[config.mk]
export PLATFORM = sky130hd
export DESIGN_NAME = lsu_mem_ctrl
export DESIGN_NICKNAME = d
export VERILOG_FILES = /design/src/rtl/lsu_mem_ctrl.sv
export SDC_FILE = /design/constraint.sdc
export NUM_CORES = 1
export LEC_CHECK = 0
export ABC_AREA = 1
export CELL_PAD_IN_SITES_DETAIL_PLACEMENT = 0
export CELL_PAD_IN_SITES_GLOBAL_PLACEMENT = 1
export CORE_ASPECT_RATIO = 1.4
export CORE_MARGIN = 2
export CORE_UTILIZATION = 36
export DETAILED_ROUTE_END_ITERATION = 12
export HOLD_SLACK_MARGIN = 0.1
export PLACE_DENSITY_LB_ADDON = 0.1
export SLEW_MARGIN = 20
export SYNTH_ARGS = -nofsm -noshare
export SYNTH_HDL_FRONTEND = slang
export SYNTH_SLANG_ARGS = --single-unit
[constraint.sdc]
create_clock -name clk -period 3.8 [get_ports clk]
set_clock_uncertainty 0.15 [all_clocks]
set_input_delay 0.38 -clock clk [delete_from_list [all_inputs] [get_ports clk]]
set_output_delay 0.38 -clock clk [all_outputs]
set_load 0.005 [all_outputs]
[src/rtl/lsu_mem_ctrl.sv]
// Load/store unit: turns byte/half/word requests into aligned word accesses on
// the mem interface, with read-modify-write for sub-word stores.
module lsu_mem_ctrl #(
    parameter int ADDR_WIDTH = 32
) (
    input  logic                  clk,
    input  logic                  rst_n,
    input  logic                  req_valid,
    output logic                  req_ready,
    input  logic                  req_wen,
    input  logic [2:0]            req_funct3,
    input  logic [ADDR_WIDTH-1:0] req_addr,
    input  logic [31:0]           req_wdata,
    output logic                  rsp_valid,
    output logic [31:0]           rsp_rdata,
    output logic                  rsp_err,
    output logic                  mem_write_en,
    output logic [ADDR_WIDTH-1:0] mem_addr,
    output logic [31:0]           mem_write_data,
    input  logic [31:0]           mem_read_data
);

    typedef enum logic [1:0] {IDLE, RD, CAPT, WR} state_t;

    state_t      state;
    logic        wen_q;
    logic [2:0]  f3_q;
    logic [1:0]  off_q;
    logic [15:0] wdata_q;

    logic        accept;
    logic        legal;
    logic [ADDR_WIDTH-1:0] aligned;

    assign req_ready = (state == IDLE);
    assign accept    = req_valid && req_ready;
    assign aligned   = {req_addr[ADDR_WIDTH-1:2], 2'b00};

    always_comb begin
        legal = 1'b0;
        case (req_funct3)
            3'b000:         legal = 1'b1;
            3'b001:         legal = ~req_addr[0];
            3'b010:         legal = (req_addr[1:0] == 2'b00);
            3'b100, 3'b101: legal = ~req_wen;
            default:        legal = 1'b0;
        endcase
    end

    // Little-endian lane select; funct3[2] marks the zero-extending variants.
    function automatic logic [31:0] extract(input logic [2:0] f3, input logic [1:0] off,
                                            input logic [31:0] w);
        logic [7:0]  b;
        logic [15:0] h;
        b = w[{off, 3'b000} +: 8];
        h = off[1] ? w[31:16] : w[15:0];
        case (f3)
            3'b000:  extract = {{24{b[7]}}, b};
            3'b100:  extract = {24'h0, b};
            3'b001:  extract = {{16{h[15]}}, h};
            3'b101:  extract = {16'h0, h};
            default: extract = w;
        endcase
    endfunction

    function automatic logic [31:0] merge(input logic [2:0] f3, input logic [1:0] off,
                                          input logic [31:0] w, input logic [15:0] d);
        logic [31:0] m;
        m = w;
        if (f3[0]) begin
            if (off[1]) m[31:16] = d;
            else        m[15:0]  = d;
        end else begin
            m[{off, 3'b000} +: 8] = d[7:0];
        end
        return m;
    endfunction

    always_ff @(posedge clk or negedge rst_n) begin
        if (!rst_n) begin
            state          <= IDLE;
            wen_q          <= 1'b0;
            f3_q           <= 3'b000;
            off_q          <= 2'b00;
            wdata_q        <= 16'h0;
            rsp_valid      <= 1'b0;
            rsp_rdata      <= 32'h0;
            rsp_err        <= 1'b0;
            mem_write_en   <= 1'b0;
            mem_addr       <= '0;
            mem_write_data <= 32'h0;
        end else begin
            rsp_valid    <= 1'b0;
            rsp_rdata    <= 32'h0;
            rsp_err      <= 1'b0;
            mem_write_en <= 1'b0;
            case (state)
                IDLE: if (accept) begin
                    wen_q   <= req_wen;
                    f3_q    <= req_funct3;
                    off_q   <= req_addr[1:0];
                    wdata_q <= req_wdata[15:0];
                    if (!legal) begin
                        rsp_valid <= 1'b1;
                        rsp_err   <= 1'b1;
                    end else if (req_wen && req_funct3 == 3'b010) begin
                        // full-word store skips the read phase entirely
                        state          <= WR;
                        mem_write_en   <= 1'b1;
                        mem_addr       <= aligned;
                        mem_write_data <= req_wdata;
                    end else begin
                        state    <= RD;
                        mem_addr <= aligned;
                    end
                end
                RD: state <= CAPT;
                CAPT: begin
                    if (wen_q) begin
                        state          <= WR;
                        mem_write_en   <= 1'b1;
                        mem_write_data <= merge(f3_q, off_q, mem_read_data, wdata_q);
                    end else begin
                        state     <= IDLE;
                        rsp_valid <= 1'b1;
                        rsp_rdata <= extract(f3_q, off_q, mem_read_data);
                    end
                end
                WR: begin
                    state     <= IDLE;
                    rsp_valid <= 1'b1;
                end
                default: state <= IDLE;
            endcase
        end
    end

endmodule

==> results.md, run 1 <==
* Status: finished, final reports clean
* Crit share post-route at 0.633
* Via density per instance at 4.89
* WL final at 22.8 mm
* Largest net degree at the start of global routing at 85
* Combinational power share at 0.464
* CTS tree: yes
* Die span in y at 164 um
* Initial DRC Count at 468
* Sw Pwr at 3.07 mW
* Critical path class: reg -> reg
* Cells after Synth at 930
* Slew @ Worst Pin at 0.810 ns
* I/O pin total at 203
* Yosys top cell by area: dfrtp_1
* R2R cell count at 9
* Critical Path Source: off_q[1]$_DFFE_PN0P_
* Layout cells sized above 1 at 0.0636
* Peak Freq at 0.416 GHz
* Count of port buffers added during placement at 200
* Power Internal at 4.65 mW
* RSZ-0062 raised after global routing: false
* Clock buffer depth at 2
* Final WS setup at 1.39 ns
* Area of the die at 0.0195 sq mm
* Core outline area at 0.0180 sq mm
* Crit path DAT at 2.61 ns
* Gr usage total at 0.238
* 1st-pass router iterations at 5
* Total clock sinks at 121
* CP endpoint kind: register
* Fin util at 0.522
* Clock transition at path regs at 0.06 ns
* Switching part of the total power at 0.398
* Initial antenna violation count at 0
* GRT overflow at 0
* Flop-to-flop setup slack at 1.39 ns
* Final HPWL DP at 15.9 mm
* PostCTS Resize Cnt at 0
* Final Setup Violations at 0
* Critical Path RT at 4.00 ns
* Fill cells at 1866
* Post-synth top area share at 0.459
* Yosys warning total at 0
* Gp weighted congestion at 0.882
* Clock network power share at 0.242
* Reg power frac at 0.294
* Ranking of synthesized cells by area: dfrtp_1 (46%), nand2_1 (22%), nand3_1 (9.4%), a21oi_1 (4.4%), nor2_1 (3.9%)
* #FFs+latches synth at 121
* Synth unique cells at 30
* Via count at 6635
* Max cap viols at 0
* Antenna cells at 0
* Max_slew headroom at 0.459
* TritonCTS buffer count at 17
* Pleak at 4.53 nW
* Cell row count at 58
* Drc violations at 0
* PwrDens at 822 mW/mm^2
* Setup crit start kind: register
* H-tree levels at 4
* R2r endpoint: mem_write_data[7]$_DFFE_PN0P_
* Worst Hold Class: in -> async
* Detailed-route wire length per cell at 16.8 um
* Worst Setup EP: mem_write_data[7]$_DFFE_PN0P_
* Number of routed nets with antenna violations at 0
* Die W at 118 um
* CTS root buf: clkbuf_16
* Fin. Hold Viols at 0
* Post-layout nets at 1213
* Post-synthesis sequential area ratio at 0.459
* Starting Density at 0.367
* Setup bufs post-CTS at 0
* Setup TNS at 0 ns
* Max-slew violations at 0
* Clk Latency, worst-skew pair at 0.42 ns
* CTS hold repair buffers at 1
* Dpl ws at 1.13 ns
* R2r startpoint: off_q[1]$_DFFE_PN0P_
* Mean Syn Cell Area at 7.10 sq um
* Vias in the first global route at 6477
* Worst-path fanout max at 12
* Post-synthesis cell area at 0.00660 sq mm
* Fin crit period at 2.41 ns
* VDD IR max at 0.000351 V
* First-pass GRT wire length at 35.8 mm
* Layout area overhead at 42.2%
## sequential cells by signal (all words and copies together), names as in the netlist
signal          count
rsp_valid           1
rsp_err             1
mem_write_data     32
mem_addr           30
state               2
f3_q                3
wdata_q            16
rsp_rdata          32
mem_write_en        1
wen_q               1
off_q               2
## how the worst min path moves through the flow
stage,to,cells after the start
detailed placement,rsp_rdata[0]$_DFF_PN0_,1
floorplan,f3_q[0]$_DFFE_PN0P_,0
global route,mem_addr[11]$_DFFE_PN0P_,2
global placement,rsp_rdata[0]$_DFF_PN0_,1
finish,rsp_rdata[0]$_DFF_PN0_,2
CTS,mem_addr[11]$_DFFE_PN0P_,2
## metrics by stage
step                      std cells  cell area, sq um  power (mW)  hold slack [ns]
after global placement         1325              8700        5.88            0.224
after floorplan                 931              6610        4.27          -0.0656
after detailed placement       1325              8700        5.88            0.225
after CTS                      1357              9390        7.79            0.324
final                          1357              9390        7.72            0.313
after global routing           1357              9390        8.32            0.341
## final cells by class
class	count	area (sq um)	share of cell area
clock buffers	20	457	0.0487
clock inverters	11	218	0.0232
inverters	28	113	0.0120
multi-input cells	725	3170	0.337
flip-flops and latches	121	3030	0.323
well taps	240	300	0.0320
repair buffers	212	2100	0.224
## cell usage after synthesis (all sizes together)
cell type / n
nand2: 398
nor3: 14
clkinv: 1
a31oi: 1
nand4: 2
o21ai: 32
nor2: 84
o211ai: 2
buf: 39
ha: 5
a21oi: 58
dfrtp: 121
a21boi: 1
clkbuf: 18
inv: 27
conb: 1
nand3: 126
## worst max-delay path, cell delays in order, from the launching register on
cell	delay (ns)
dfrtp_1	0.58
inv_2	0.17
ha_1	0.36
nor2_1	0.43
nand3_1	0.15
nand2_1	0.08
nand2_1	0.05
a21oi_1	0.20
nand2_1	0.08
nand2_1	0.08
## power groups by stage
stage          Combinational [mW]  Clock [mW]  Sequential [mW]
2_1_floorplan                2.09           0             2.18
3_5_place_dp                 3.60           0             2.28
5_1_grt                      4.02        1.95             2.35
4_1_cts                      3.61        1.90             2.28
6_report                     3.58        1.87             2.27
3_3_place_gp                 3.58           0             2.29
## logic make-up (layout without fill, tap and decap cells)
group	after synthesis	in the layout	synth area share
buf+inv	85	271	0.0629
fa+ha+maj	5	5	0.00948
simple gates	624	624	0.396
compound gates	94	94	0.0726
flops	121	121	0.459
other cells	1	2	0.000568
## routing by layer
metal / wire length, um / track usage / up-vias / share of wire
li1: - / - / 3320 / -
met1: 9720 / 0.308 / 3017 / 0.43
met2: 10900 / 0.382 / 263 / 0.48
met3: 1460 / 0.0500 / 35 / 0.064
met4: 711 / 0.112 / 0 / 0.031
met5: 0 / 0 / - / 0
## cells in the final DEF, fill, tap and decap left out, drive strengths merged
cell           Yosys  layout
o21ai             32      32
ha                 5       5
o211ai             2       2
conb               1       2
nand3            126     126
dfrtp            121     121
a21oi             58      58
inv               27      28
dlygate4sd3        0       1
buf               39      12
nand2            398     398
clkbuf            18      20
clkdlybuf4s50      0     199
nand4              2       2
clkinvlp           0       2
bufinv             0       6
clkinv             1       3
a31oi              1       1
nor2              84      84
nor3              14      14
a21boi             1       1
No activity file was read; power rests on OpenSTA's default activity.
==> run 2, diff against run 1 <==
- CORE_UTILIZATION: 36 -> 30
- clock period: 3.8 -> 2 ns (I/O delays scaled with it)
==> results.md, run 2 (synthesized netlist as in run 1, its figures left out) <==
* Status: finished, final reports clean
* Dpl ws at 0.115 ns (-1.02 ns)
* Worst-path fanout max at 6 (-6)
* Total clock sinks at 121 (unchanged)
* Critical Path RT at 2.21 ns (-1.79 ns)
* Initial DRC Count at 347 (-26%)
* Critical path's most frequent cell: nand2_1
* Worst Hold Class: in -> reg
* Final WS setup at 0.137 ns (-1.26 ns)
* WL final at 23.9 mm (+5.1%)
* Fin. Hold Viols at 0 (unchanged)
* Number of routed nets with antenna violations at 0 (unchanged)
* Via count at 6742 (+1.6%)
* Post-layout nets at 1247 (+2.8%)
* Layout area overhead at 47.2%
* Critical-path cell list: inv_2 > ha_2 > inv_1 > nor2_2 > buf_4 > nand2_1 > nand2_1 > nand3_1 > nand2_1 > nand2_1 > nand2_1
* Final Setup Violations at 0 (unchanged)
* Critical path class: reg -> reg
* Starting Density at 0.304 (-0.0626)
* Clk Latency, worst-skew pair at 0.42 ns (about the same)
* Crit share post-route at 0.931 (+0.298)
* H-tree levels at 4 (unchanged)
* Drc violations at 0 (unchanged)
* Detailed-route wire length per cell at 16.5 um (-1.6%)
* Fin cells at 1449 (+6.8%)
* Gr usage total at 0.212 (-0.0259)
* Via density per instance at 4.65 (-4.8%)
* Core outline area at 0.0217 sq mm (+21%)
* Max cap viols at 0 (unchanged)
* Peak Freq at 0.537 GHz (+29%)
* Commonest non-fill, non-tap cell in the layout: nand2_1
* Setup crit start kind: register
* Layout cells sized above 1 at 0.0955 (+0.0319)
* Setup bufs post-CTS at 0 (unchanged)
* Vias in the first global route at 6687 (+3.2%)
* CP endpoint kind: register
* Most frequent cells in the layout: nand2_1 (392), clkdlybuf4s50_1 (198), nand3_1 (124)
* TritonCTS buffer count at 17 (unchanged)
* CTS tree: yes
* Clock transition at path regs at 0.06 ns (about the same)
* Die span in y at 180 um (+9.3%)
* # placed instances at 1415 (+6.8%)
* 1st-pass router iterations at 5 (unchanged)
* I/O pin total at 203 (unchanged)
* Clock buffer depth at 2 (unchanged)
* Area of the die at 0.0232 sq mm (+19%)
* Pleak at 4.68 nW (+3.3%)
* VDD IR max at 0.000685 V (+95%)
* Seq. cell area at 0.00303 sq mm (unchanged)
* Count of port buffers added during placement at 200 (unchanged)
* Antenna cells at 0 (unchanged)
* Multi-input gate area at 0.00318 sq mm (+0.40%)
* Final HPWL DP at 17.8 mm (+12%)
* CP max stage cell: ha_2
* Max incr delay on CP at 0.39 ns (-0.19 ns)
* Max-slew violations at 0 (unchanged)
* Fill cells at 2251 (+21%)
* CTS root buf: clkbuf_16
* RSZ-0062 raised after global routing: true
* Initial antenna violation count at 0 (unchanged)
* GRT overflow at 0 (unchanged)
* Largest net degree at the start of global routing at 53 (-38%)
* PwrDens at 1510 mW/mm^2 (+84%)
* Gp weighted congestion at 0.847 (-4.0%)
* Top Registers: mem_write_data: 32 flops, rsp_rdata: 32 flops, mem_addr: 30 flops
* Cell row count at 64 (+10%)
* First-pass GRT wire length at 38.1 mm (+6.4%)
* Crit path DAT at 2.07 ns (-0.54 ns)
* Die W at 129 um (+9.2%)
* Fin crit period at 1.86 ns (-0.543 ns)
-- run 2: report_power, final --
| part | switching [mW] | total, mW | internal [mW] | leakage (nW) |
|---|---|---|---|---|
| clock | 1.21 | 2.99 | 1.78 | 0.268 |
| combinational | 4.08 | 7.42 | 3.34 | 2.86 |
| sequential | 0.759 | 4.25 | 3.49 | 1.55 |
| total | 6.05 | 14.7 | 8.61 | 4.68 |
-- run 2: critical path: cells and delay by family (launching register included) --
kind	cells	cell delay [ns]
and+or+nand+nor	7	0.60
adders and majority gates	1	0.39
DFF	1	0.37
buffers and inverters	3	0.28
-- run 2: area by class of cell --
type | instances | area share
multi-input cells | 725 | 0.327
well taps | 297 | 0.0382
flip-flops and latches | 121 | 0.312
repair buffers | 246 | 0.252
clock inverters | 13 | 0.0125
clock buffers | 19 | 0.0466
inverters | 28 | 0.0116
-- run 2: path summary, 6_finish.rpt --
| check | start | endpoint | slack [ns] | depth (start not counted) |
|---|---|---|---|---|
| max in group asynchronous | rst_n | wdata_q[2]$_DFFE_PN0P_ | 0.78 | 3 |
| worst min register to register | mem_addr[5]$_DFFE_PN0P_ | mem_addr[5]$_DFFE_PN0P_ | 0.32 | 2 |
| worst max-delay path | off_q[1]$_DFFE_PN0P_ | mem_write_data[19]$_DFFE_PN0P_ | 0.14 | 11 |
| worst max register to register | off_q[1]$_DFFE_PN0P_ | mem_write_data[19]$_DFFE_PN0P_ | 0.14 | 11 |
| worst min-delay path | req_addr[18] | mem_addr[18]$_DFFE_PN0P_ | 0.18 | 3 |
| min in group asynchronous | rst_n | rsp_rdata[1]$_DFF_PN0_ | 0.19 | 3 |
-- run 2: stage by stage --
| stage | util | total power [mW] | area (sq um) | hold WS, ns | TNS [ns] |
|---|---|---|---|---|---|
| finish | 0.448 | 14.7 | 9720 | 0.182 | 0 |
| global route | 0.448 | 15.9 | 9720 | 0.189 | -0.0230 |
| CTS | 0.447 | 14.8 | 9710 | 0.162 | 0 |
| detailed placement | 0.420 | 11.7 | 9110 | -0.0976 | 0 |
| global placement | 0.420 | 11.7 | 9110 | -0.0952 | 0 |
| floorplan | - | 8.12 | 6610 | -0.246 | -0.0241 |
-- run 2: layer usage --
metal	global-route usage	vias up	share of wire
met4	0.0661	0	0.019
met1	0.267	3091	0.42
li1	-	3391	-
met3	0.0560	28	0.065
met2	0.352	232	0.49
met5	0	-	0
-- run 2: what timing repair did --
item                       CTS  global route
hold endpoints to repair   121             0
resized for setup            0             5
hold buffers                 2             0
setup endpoints to repair    0            19
==> run 3, diff against run 2 <==
- CORE_UTILIZATION: 30 -> 25
==> results.md, run 3 (synthesized netlist as in run 1, its figures left out) <==
* CP max stage cell: clkdlybuf4s50_1
* Fill cells at 2768 (+23%)
* GRT overflow at 0 (unchanged)
* CP endpoint kind: output port
* Max-slew violations at 0 (unchanged)
* Post-layout nets at 1250 (+0.24%)
* Initial DRC Count at 357 (+2.9%)
* Commonest non-fill, non-tap cell in the layout: nand2_1
* Tot Pwr at 14.9 mW (+1.8%)
* Drc violations at 0 (unchanged)
* Starting Density at 0.254 (-0.0504)
* Critical path class: reg -> out
* Gr usage total at 0.195 (-0.0172)
* Layout cells sized above 1 at 0.0953 (-0.000165)
* Status: finished, final reports clean
* Setup bufs post-CTS at 0 (unchanged)
* First-pass GRT wire length at 41.0 mm (+7.6%)
* Count of port buffers added during placement at 200 (unchanged)
* Area of the die at 0.0277 sq mm (+19%)
* Top Registers: mem_write_data: 32 flops, rsp_rdata: 32 flops, mem_addr: 30 flops
* Clock transition at path regs at 0.06 ns (about the same)
* Core outline area at 0.0260 sq mm (+20%)
* 1st-pass router iterations at 5 (unchanged)
* Final Setup Violations at 0 (unchanged)
* R2R cell count at 11 (unchanged)
* TritonCTS buffer count at 17 (unchanged)
* Layout area overhead at 47.7%
* Most frequent cells in the layout: nand2_1 (392), clkdlybuf4s50_1 (199), nand3_1 (124)
* Largest net degree at the start of global routing at 57 (+7.5%)
* Vias in the first global route at 6877 (+2.8%)
* H-tree levels at 4 (unchanged)
* CTS root buf: clkbuf_16
* Fin crit period at 1.93 ns (+0.0664 ns)
* Max cap viols at 0 (unchanged)
* Crit path DAT at 1.58 ns (-0.49 ns)
* Detailed-route wire length per cell at 17.8 um (+7.6%)
* CTS tree: yes
* Worst-path fanout max at 2 (-4)
* Critical-path cell list: inv_2 > nand2_1 > inv_2 > clkdlybuf4s50_1
* Final HPWL DP at 19.4 mm (+8.9%)
* Worst Hold Class: in -> async
* Crit path depth at 4 (-7)
* WL final at 26.2 mm (+9.8%)
* Setup crit start kind: register
* Fin. Hold Viols at 0 (unchanged)
* Max incr delay on CP at 0.49 ns (+0.10 ns)
* Critical Path RT at 1.65 ns (-0.56 ns)
* Fin cells at 1478 (+2.0%)
* Seq. cell area at 0.00303 sq mm (unchanged)
* Die W at 141 um (+9.2%)
* VDD IR max at 0.000661 V (-3.5%)
* PwrDens at 1530 mW/mm^2 (+1.5%)
* Pleak at 4.69 nW (+0.17%)
* Clock buffer depth at 2 (unchanged)
* I/O pin total at 203 (unchanged)
* Critical path buffers and inverters at 3 (unchanged)
* # placed instances at 1445 (+2.1%)
* Via count at 6766 (+0.36%)
* Antenna cells at 0 (unchanged)
* Peak Freq at 0.518 GHz (-3.4%)
* Total clock sinks at 121 (unchanged)
* Gp weighted congestion at 0.818 (-3.4%)
* Top delay family on crit path: buffers and inverters
* Initial antenna violation count at 0 (unchanged)
* Via density per instance at 4.58 (-1.6%)
* Cell row count at 70 (+9.4%)
* Multi-input gate area at 0.00318 sq mm (about the same)
* Number of routed nets with antenna violations at 0 (unchanged)
* Clk Latency, worst-skew pair at 0.43 ns (about the same)
* Die span in y at 196 um (+9.3%)
* Crit share post-route at 0.964 (+0.0332)
* Critical path's most frequent cell: inv_2
run 3: changes by cell type in the layout (fill, tap and decap cells not counted), moves of 2 or more:
cell,delta
buf_4,+4
clkbuf_1,+3
clkinv_4,-3
clkinvlp_4,-3
buf_12,-2
clkinv_2,+2
inv_1,-2
inv_2,+2
inv_6,-2
nor2_2,-2
run 3: path summary, 6_finish.rpt:
check / from / endpoint / slack, ns
max: state[1]$_DFFE_PN0P_ / req_ready / 0.07
min: rst_n / wdata_q[2]$_DFFE_PN0P_ / 0.18
max reg2reg: off_q[1]$_DFFE_PN0P_ / mem_write_data[10]$_DFFE_PN0P_ / 0.14
min reg2reg: mem_addr[9]$_DFFE_PN0P_ / mem_addr[9]$_DFFE_PN0P_ / 0.32
max in group asynchronous: rst_n / rsp_rdata[2]$_DFF_PN0_ / 0.91
min in group clk: req_addr[4] / mem_addr[4]$_DFFE_PN0P_ / 0.18
run 3: metrics by stage:
step           TNS [ns]  worst slack (ns)  utilization  hold slack, ns  instance area, sq um
2_1_floorplan   -0.0241           -0.0120            -          -0.246                  6610
3_3_place_gp          0             0.111        0.351          -0.113                  9140
3_5_place_dp          0            0.0991        0.351          -0.114                  9140
4_1_cts               0            0.0200        0.374           0.156                  9740
5_1_grt         -0.0279           -0.0188        0.375           0.185                  9750
6_report              0            0.0710        0.375           0.177                  9750
run 3: metal layers:
| metal | routed length [um] | GRT usage |
|---|---|---|
| met5 | 0 | 0 |
| met4 | 648 | 0.0656 |
| met3 | 1530 | 0.0539 |
| met2 | 12900 | 0.325 |
| met1 | 11200 | 0.242 |
run 3: worst reg2reg max path, delay by kind of cell, from the launching register on:
| family | cells | cell delay, ns |
|---|---|---|
| flip-flops | 1 | 0.37 |
| AND/OR/NAND/NOR | 7 | 0.51 |
| adder cells (fa/ha/maj) | 1 | 0.41 |
| buffers and inverters | 3 | 0.35 |
run 3: final cells by class:
class,count,area share
Multi-Input combinational cell,725,0.326
Clock inverter,8,0.00975
Sequential cell,121,0.310
Tap cell,324,0.0416
Inverter,28,0.0115
Timing Repair Buffer,249,0.251
Clock buffer,23,0.0490
run 3: power breakdown:
part           switching [mW]  internal (mW)  leakage (nW)  total [mW]
Clock                    1.15           1.92         0.279        3.06
Combinational            4.21           3.36          2.86        7.58
Sequential              0.795           3.49          1.55        4.29
run 3: timing repair:
| action | in CTS | in global routing |
|---|---|---|
| resized for setup | 0 | 7 |
| endpoints found under the hold margin | 121 | 0 |
| setup endpoints to repair | 0 | 14 |
| hold buffers | 2 | 0 |
